==> src/rtl/spi_pkg.sv <==
// Shared definitions for spi_burst_slave: the FSM state type and the
// helpers that derive header length and bit-counter width from the parameters.
package spi_pkg;

    typedef enum logic [2:0] {
        ST_IDLE,
        ST_HDR,
        ST_RD,
        ST_WR,
        ST_DONE
    } state_t;

    function automatic int unsigned hdr_len(input int unsigned addr_w);
        return addr_w + 1;
    endfunction

    function automatic int unsigned cnt_width(input int unsigned addr_w, input int unsigned data_w);
        int unsigned longest;
        longest = (addr_w + 1 > data_w) ? addr_w + 1 : data_w;
        return $clog2(longest + 1);
    endfunction

endpackage

==> src/rtl/spi_edge_sync.sv <==
// Synchronises the asynchronous SPI pins into clk and turns the synced sclk into
// one-clk sample/shift pulses for the selected CPOL/CPHA mode.
module spi_edge_sync #(
    parameter int unsigned SYNC_STAGES = 2,
    parameter bit          CPOL        = 1'b0,
    parameter bit          CPHA        = 1'b1
) (
    input  logic clk,
    input  logic rst_n,
    input  logic i_sclk,
    input  logic i_mosi,
    input  logic i_cs_n,
    output logic o_sample,
    output logic o_shift,
    output logic o_mosi,
    output logic o_cs_n
);

    // Sampling happens on the rising edge in modes 0 and 3, falling in modes 1 and 2.
    localparam bit SAMPLE_RISE = (CPOL == CPHA);

    logic [SYNC_STAGES-1:0] r_sclk_sync;
    logic [SYNC_STAGES-1:0] r_mosi_sync;
    logic [SYNC_STAGES-1:0] r_cs_sync;
    logic                   r_sclk_prev;
    logic                   r_sample;
    logic                   r_shift;
    logic                   r_mosi;
    logic                   r_cs_n;
    logic                   w_rise;
    logic                   w_fall;

    assign w_rise = r_sclk_sync[SYNC_STAGES-1] & ~r_sclk_prev;
    assign w_fall = ~r_sclk_sync[SYNC_STAGES-1] & r_sclk_prev;

    always_ff @(posedge clk or negedge rst_n) begin
        if (!rst_n) begin
            r_sclk_sync <= {SYNC_STAGES{CPOL}};
            r_mosi_sync <= '0;
            r_cs_sync   <= '1;
            r_sclk_prev <= CPOL;
            r_sample    <= 1'b0;
            r_shift     <= 1'b0;
            r_mosi      <= 1'b0;
            r_cs_n      <= 1'b1;
        end else begin
            r_sclk_sync <= {r_sclk_sync[SYNC_STAGES-2:0], i_sclk};
            r_mosi_sync <= {r_mosi_sync[SYNC_STAGES-2:0], i_mosi};
            r_cs_sync   <= {r_cs_sync[SYNC_STAGES-2:0], i_cs_n};
            r_sclk_prev <= r_sclk_sync[SYNC_STAGES-1];
            r_sample    <= SAMPLE_RISE ? w_rise : w_fall;
            r_shift     <= SAMPLE_RISE ? w_fall : w_rise;
            r_mosi      <= r_mosi_sync[SYNC_STAGES-1];
            r_cs_n      <= r_cs_sync[SYNC_STAGES-1];
        end
    end

    assign o_sample = r_sample;
    assign o_shift  = r_shift;
    assign o_mosi   = r_mosi;
    assign o_cs_n   = r_cs_n;

endmodule

==> src/rtl/spi_burst_slave.sv <==
// Oversampled SPI register-interface slave (all CPOL/CPHA modes, R/W header).
// Define SPI_BURST_EN for multi-word bursts with address auto-increment.
module spi_burst_slave #(
    parameter int unsigned ADDR_W      = 7,
    parameter int unsigned DATA_W      = 8,
    parameter bit          CPOL        = 1'b0,
    parameter bit          CPHA        = 1'b1,
    parameter int unsigned SYNC_STAGES = 2
) (
    input  logic              clk,
    input  logic              rst_n,
    input  logic              sclk,
    input  logic              mosi,
    input  logic              cs_n,
    output logic              miso,
    output logic              miso_oe,
    output logic [ADDR_W-1:0] addr,
    output logic [DATA_W-1:0] wr_data,
    output logic              wr_en,
    output logic              rd_en,
    input  logic [DATA_W-1:0] rd_data,
    output logic              busy
);
    import spi_pkg::*;

    localparam int unsigned HDR_LEN = hdr_len(ADDR_W);
    localparam int unsigned CNT_W   = cnt_width(ADDR_W, DATA_W);
    // Holds only the bits before the current one; the live bit comes from w_mosi.
    localparam int unsigned PW      = ((HDR_LEN > DATA_W) ? HDR_LEN : DATA_W) - 1;
    localparam logic [CNT_W-1:0] HDR_LAST  = CNT_W'(HDR_LEN - 1);
    localparam logic [CNT_W-1:0] WORD_LAST = CNT_W'(DATA_W - 1);

    logic w_sample, w_shift, w_mosi, w_cs_n;
    logic [HDR_LEN-1:0] w_hdr;
    logic [DATA_W-1:0]  w_word;
    logic [DATA_W-1:0]  w_tx_src;

    state_t             r_state;
    logic [CNT_W-1:0]   r_bit_cnt;
    logic [PW-1:0]      r_shreg;
    logic [DATA_W-1:0]  r_tx;
    logic               r_load;
    logic               r_miso, r_miso_oe, r_wr_en, r_rd_en, r_busy;
    logic [ADDR_W-1:0]  r_addr;
    logic [DATA_W-1:0]  r_wr_data;

    spi_edge_sync #(
        .SYNC_STAGES(SYNC_STAGES),
        .CPOL       (CPOL),
        .CPHA       (CPHA)
    ) u_sync (
        .clk     (clk),
        .rst_n   (rst_n),
        .i_sclk  (sclk),
        .i_mosi  (mosi),
        .i_cs_n  (cs_n),
        .o_sample(w_sample),
        .o_shift (w_shift),
        .o_mosi  (w_mosi),
        .o_cs_n  (w_cs_n)
    );

    assign w_hdr  = {r_shreg[HDR_LEN-2:0], w_mosi};
    assign w_word = {r_shreg[DATA_W-2:0], w_mosi};
    // A shift edge may land on the very clk rd_data is captured, so bypass it.
    assign w_tx_src = r_load ? rd_data : r_tx;

    always_ff @(posedge clk or negedge rst_n) begin
        if (!rst_n) begin
            r_state   <= ST_IDLE;
            r_bit_cnt <= '0;
            r_shreg   <= '0;
            r_tx      <= '0;
            r_load    <= 1'b0;
            r_miso    <= 1'b0;
            r_miso_oe <= 1'b0;
            r_wr_en   <= 1'b0;
            r_rd_en   <= 1'b0;
            r_busy    <= 1'b0;
            r_addr    <= '0;
            r_wr_data <= '0;
        end else begin
            r_wr_en <= 1'b0;
            r_rd_en <= 1'b0;
            r_busy  <= ~w_cs_n;
            r_load  <= r_rd_en;
            if (w_cs_n) begin
                r_state   <= ST_IDLE;
                r_bit_cnt <= '0;
                r_shreg   <= '0;
                r_tx      <= '0;
                r_load    <= 1'b0;
                r_miso    <= 1'b0;
                r_miso_oe <= 1'b0;
            end else begin
                case (r_state)
                    ST_IDLE: begin
                        r_state   <= ST_HDR;
                        r_bit_cnt <= '0;
                    end
                    ST_HDR: if (w_sample) begin
                        r_shreg <= {r_shreg[PW-2:0], w_mosi};
                        if (r_bit_cnt == HDR_LAST) begin
                            r_bit_cnt <= '0;
                            r_addr    <= w_hdr[ADDR_W-1:0];
                            if (w_hdr[HDR_LEN-1]) begin
                                r_state   <= ST_RD;
                                r_rd_en   <= 1'b1;
                                r_miso_oe <= 1'b1;
                            end else begin
                                r_state <= ST_WR;
                            end
                        end else begin
                            r_bit_cnt <= r_bit_cnt + 1'b1;
                        end
                    end
                    ST_WR: begin
`ifdef SPI_BURST_EN
                        if (r_wr_en) r_addr <= r_addr + 1'b1;
`endif
                        if (w_sample) begin
                            r_shreg <= {r_shreg[PW-2:0], w_mosi};
                            if (r_bit_cnt == WORD_LAST) begin
                                r_bit_cnt <= '0;
                                r_wr_data <= w_word;
                                r_wr_en   <= 1'b1;
`ifndef SPI_BURST_EN
                                r_state   <= ST_DONE;
`endif
                            end else begin
                                r_bit_cnt <= r_bit_cnt + 1'b1;
                            end
                        end
                    end
                    ST_RD: begin
                        if (r_load) r_tx <= rd_data;
                        if (w_shift) begin
                            r_miso <= w_tx_src[DATA_W-1];
                            r_tx   <= {w_tx_src[DATA_W-2:0], 1'b0};
                        end
                        if (w_sample) begin
                            if (r_bit_cnt == WORD_LAST) begin
                                r_bit_cnt <= '0;
`ifdef SPI_BURST_EN
                                r_addr    <= r_addr + 1'b1;
                                r_rd_en   <= 1'b1;
`else
                                r_state   <= ST_DONE;
                                r_miso    <= 1'b0;
                                r_miso_oe <= 1'b0;
`endif
                            end else begin
                                r_bit_cnt <= r_bit_cnt + 1'b1;
                            end
                        end
                    end
                    ST_DONE: r_state <= ST_DONE;
                    default: r_state <= ST_IDLE;
                endcase
            end
        end
    end

    assign miso    = r_miso;
    assign miso_oe = r_miso_oe;
    assign addr    = r_addr;
    assign wr_data = r_wr_data;
    assign wr_en   = r_wr_en;
    assign rd_en   = r_rd_en;
    assign busy    = r_busy;

endmodule

==> config.mk <==
export PLATFORM = sky130hd
export DESIGN_NAME = spi_burst_slave
export DESIGN_NICKNAME = d
export VERILOG_FILES = /design/src/rtl/spi_pkg.sv /design/src/rtl/spi_edge_sync.sv /design/src/rtl/spi_burst_slave.sv
export SDC_FILE = /design/constraint.sdc
export NUM_CORES = 1
export LEC_CHECK = 0
export CELL_PAD_IN_SITES_DETAIL_PLACEMENT = 0
export CELL_PAD_IN_SITES_GLOBAL_PLACEMENT = 1
export CORE_MARGIN = 2
export CORE_UTILIZATION = 43
export CTS_BUF_LIST = sky130_fd_sc_hd__clkbuf_16
export DETAILED_ROUTE_END_ITERATION = 16
export PLACE_DENSITY = 0.8
export SLEW_MARGIN = 10
export SYNTH_ARGS = -nofsm -noshare
export SYNTH_HDL_FRONTEND = slang
export SYNTH_SLANG_ARGS = --single-unit
==> constraint.sdc <==
create_clock -name clk -period 1.8 [get_ports clk]
set_input_delay 0.36 -clock clk [delete_from_list [all_inputs] [get_ports clk]]
set_output_delay 0.36 -clock clk [all_outputs]
set_load 0.01 [all_outputs]
==> impl_metrics.toml <==
[global_routing]
grt_first_pass_wirelength_um = 6960
antenna_found_initial = 0
grt_usage_pct = 14.8
grt.overflow.total = 0
grt_max_degree = 55
grt_pass1_vias = 1418

[worst_setup_path]
cp_data_arrival_time_ns = 1.83
r2r_end = "wr_data[4]$_DFFE_PN0P_"
rr_worst_depth = 6
cp_slowest_cell = "dfrtp_1"
r2r_slack_ns = 0.14
cpPeakStageDelay_ns = 0.39
worstPathMaxFanout = 9
start_kind = "flip-flop"
cp-end-kind = "flip-flop"
reg2reg_from = "r_bit_cnt[0]$_DFFE_PN0P_"
path_buf_inv = 1
worstSetupPathType = "flip-flop to flip-flop"
required_ns = 1.96
crit_family = "simple AND/OR/NAND/NOR gates"
worstPathCellList = "ha_1, nand4b_1, nor2_1, and3_1, buf_4, mux2_1"

[clock_tree]
clockBufferDepth = 2
cts_tree = "yes"
h-tree-depth = 2
clk_latency_ns = 0.28
cts_setup_buffers = 0
cts_sinks = 54
path_clk_slew_ns = 0.06
numCtsBuffers = 5
cts_root_buf = "clkbuf_16"

[yosys]
yosysTopAreaCellShare_pct = 55.5
yosysMostFrequentCell = "dfrtp_1"
synthArstFlopShare_pct = 100
synth.distinct_cells = 44
synth_common_cells = "51 x dfrtp_1, 17 x mux2i_1, 15 x mux2_1"
yosysWarnings = 0
yosysSeqAreaShare_pct = 58.9
synth_area_per_cell_um2 = 13.1
syn_nets = 189
synth_area_leaders = "dfrtp_1 55%, mux2i_1 7.4%, mux2_1 7.3%"
synth_ff_type = "dfrtp_1"
synthCells = 175
synth_edf_count = 0
syn-cell-area_um2 = 2300
yosysTopAreaCell = "dfrtp_1"
ys_ff_latch = 54

[place]
port_buffers = 32
hpwl_um = 2870
gp_congestion = 0.831

[die]
die_h_um = 77.1
die_w_um = 77.1
dieArea_um2 = 5950
io_pins = 33
start_util_pct = 44.7
num_rows = 26
design.core.area_um2 = 5140

[power_and_ir_drop]
p_leak_nw = 1.31
p_int_mw = 1.79
combPwrFrac_pct = 4.8
cellPowerDensity_nw_per_um2 = 788
clkPwrFrac_pct = 39.1
switchingPower_mw = 0.444
power_frac_seq_pct = 56.1
netSwitchingFraction_pct = 19.9
irDropWorstVdd_uv = 388

[final_layout]
synthToLayoutAreaGrowth_pct = 23.4
drive_gt1_share_pct = 14.1
antenna_cells = 0
final_nets = 226
final_core_util_pct = 55.2

[timing]
worstMarginPinSlew_ns = 0.492
setup_viol = 0
drv_slew = 0
rsz0062_at_grt = "false"
period_share_pct = 92.4
hold_viol = 0
max_freq_mhz = 601
fin_setup_tns_ns = 0
final.setup_skew_ns = 0.00317
fin_crit_ns = 1.66
slew_headroom_pct = 67.1

[routing]
dr.pass1.iters = 4
via_per_inst = 5.14
drt-total-wl_um = 4050
wl_per_cell_um = 14.3
num_vias = 1456
drt_iter0_drc = 69
ant_nets = 0
drc = 0

[run]
drv_cap = 0

[min_path]
hold_class = "input port to async pin"

[outcome]
outcome = "finished, final reports clean"
## registers in the layout (all words and copies together), names as in the netlist, 3 cells and up
signal / count
r_tx: 8
wr_data: 8
addr: 7
r_shreg: 7
r_bit_cnt: 4
r_state: 3
## worst max path at each step
stage | endpoint | startpoint | depth (start not counted) | slack [ns]
after CTS | addr[3]$_DFFE_PN0P_ | r_bit_cnt[0]$_DFFE_PN0P_ | 4 | 0.05
after detailed placement | addr[3]$_DFFE_PN0P_ | r_bit_cnt[0]$_DFFE_PN0P_ | 4 | 0.08
after global routing | wr_data[3]$_DFFE_PN0P_ | r_bit_cnt[0]$_DFFE_PN0P_ | 6 | 0.004
final | wr_data[4]$_DFFE_PN0P_ | r_bit_cnt[0]$_DFFE_PN0P_ | 6 | 0.14
after global placement | addr[6]$_DFFE_PN0P_ | r_state[1]$_DFFE_PN0P_ | 3 | 0.17
after floorplan | addr[0]$_DFFE_PN0P_ | r_bit_cnt[0]$_DFFE_PN0P_ | 5 | 0.20
## routing by layer
metal  part of all wire, %  GRT usage [%]
met1                    45           19.4
met2                    50           23.7
met3                   3.8           4.24
met4                  0.94           4.82
met5                     0              0
## worst register-to-register path: stages, from the launching register on
cell	delay (ns)
dfrtp_1	0.39
ha_1	0.20
nand4b_1	0.16
nor2_1	0.12
and3_1	0.15
buf_4	0.18
mux2_1	0.34
## cells by family after synthesis
logic type,synth area share (%)
muxes,16.2
buffers and inverters,4.13
adders and majority gates,0.544
AOI/OAI and AO/OA,8.71
DFF,58.9
xor gates and xnor gates,0.381
and+or+nand+nor,11.1
## power by group through the flow
stage	sequential, mW	combinational (mW)	clock, mW
floorplan	1.27	0.0470	0
global placement	1.27	0.108	0
detailed placement	1.28	0.111	0
CTS	1.25	0.111	0.916
global route	1.26	0.121	0.978
finish	1.25	0.108	0.873
## metrics by stage
step | setup slack, ns | cells | instance area (µm²) | total power, mW | hold WS [ns]
after floorplan | 0.196 | 175 | 2300 | 1.31 | 0.0644
after global placement | 0.174 | 275 | 2700 | 1.38 | 0.333
after detailed placement | 0.0802 | 275 | 2700 | 1.39 | 0.341
after CTS | 0.0536 | 283 | 2840 | 2.28 | 0.0739
after global routing | 0.00427 | 283 | 2840 | 2.36 | 0.0863
final | 0.136 | 283 | 2840 | 2.24 | 0.0497
## final cells by class
type	instances	area, µm²
clock buffer	5	125
clock inverter	3	12.5
fill	460	2300
inverter	5	18.8
multi-input combinational	106	851
sequential	54	1360
tap	70	87.6
timing repair buffer	40	388
## repair_timing
item                                    4_1_cts  5_1_grt
hold buffers                                  0        0
resized for setup                             0        1
endpoints found under the setup margin        0        6
## layout by cell type, fill, tap and decap left out, drive strengths merged, types with 4 or more instances in the layout
master and n:
clkdlybuf4s50 31, nor2 13, a21oi 4, nand2 7, mux2 18, mux2i 17, buf 9, inv 6
dfrtp 51, clkbuf 5, o2bb2ai 7, o21ai 6
Note: power is estimated with default switching activity, not from simulation.
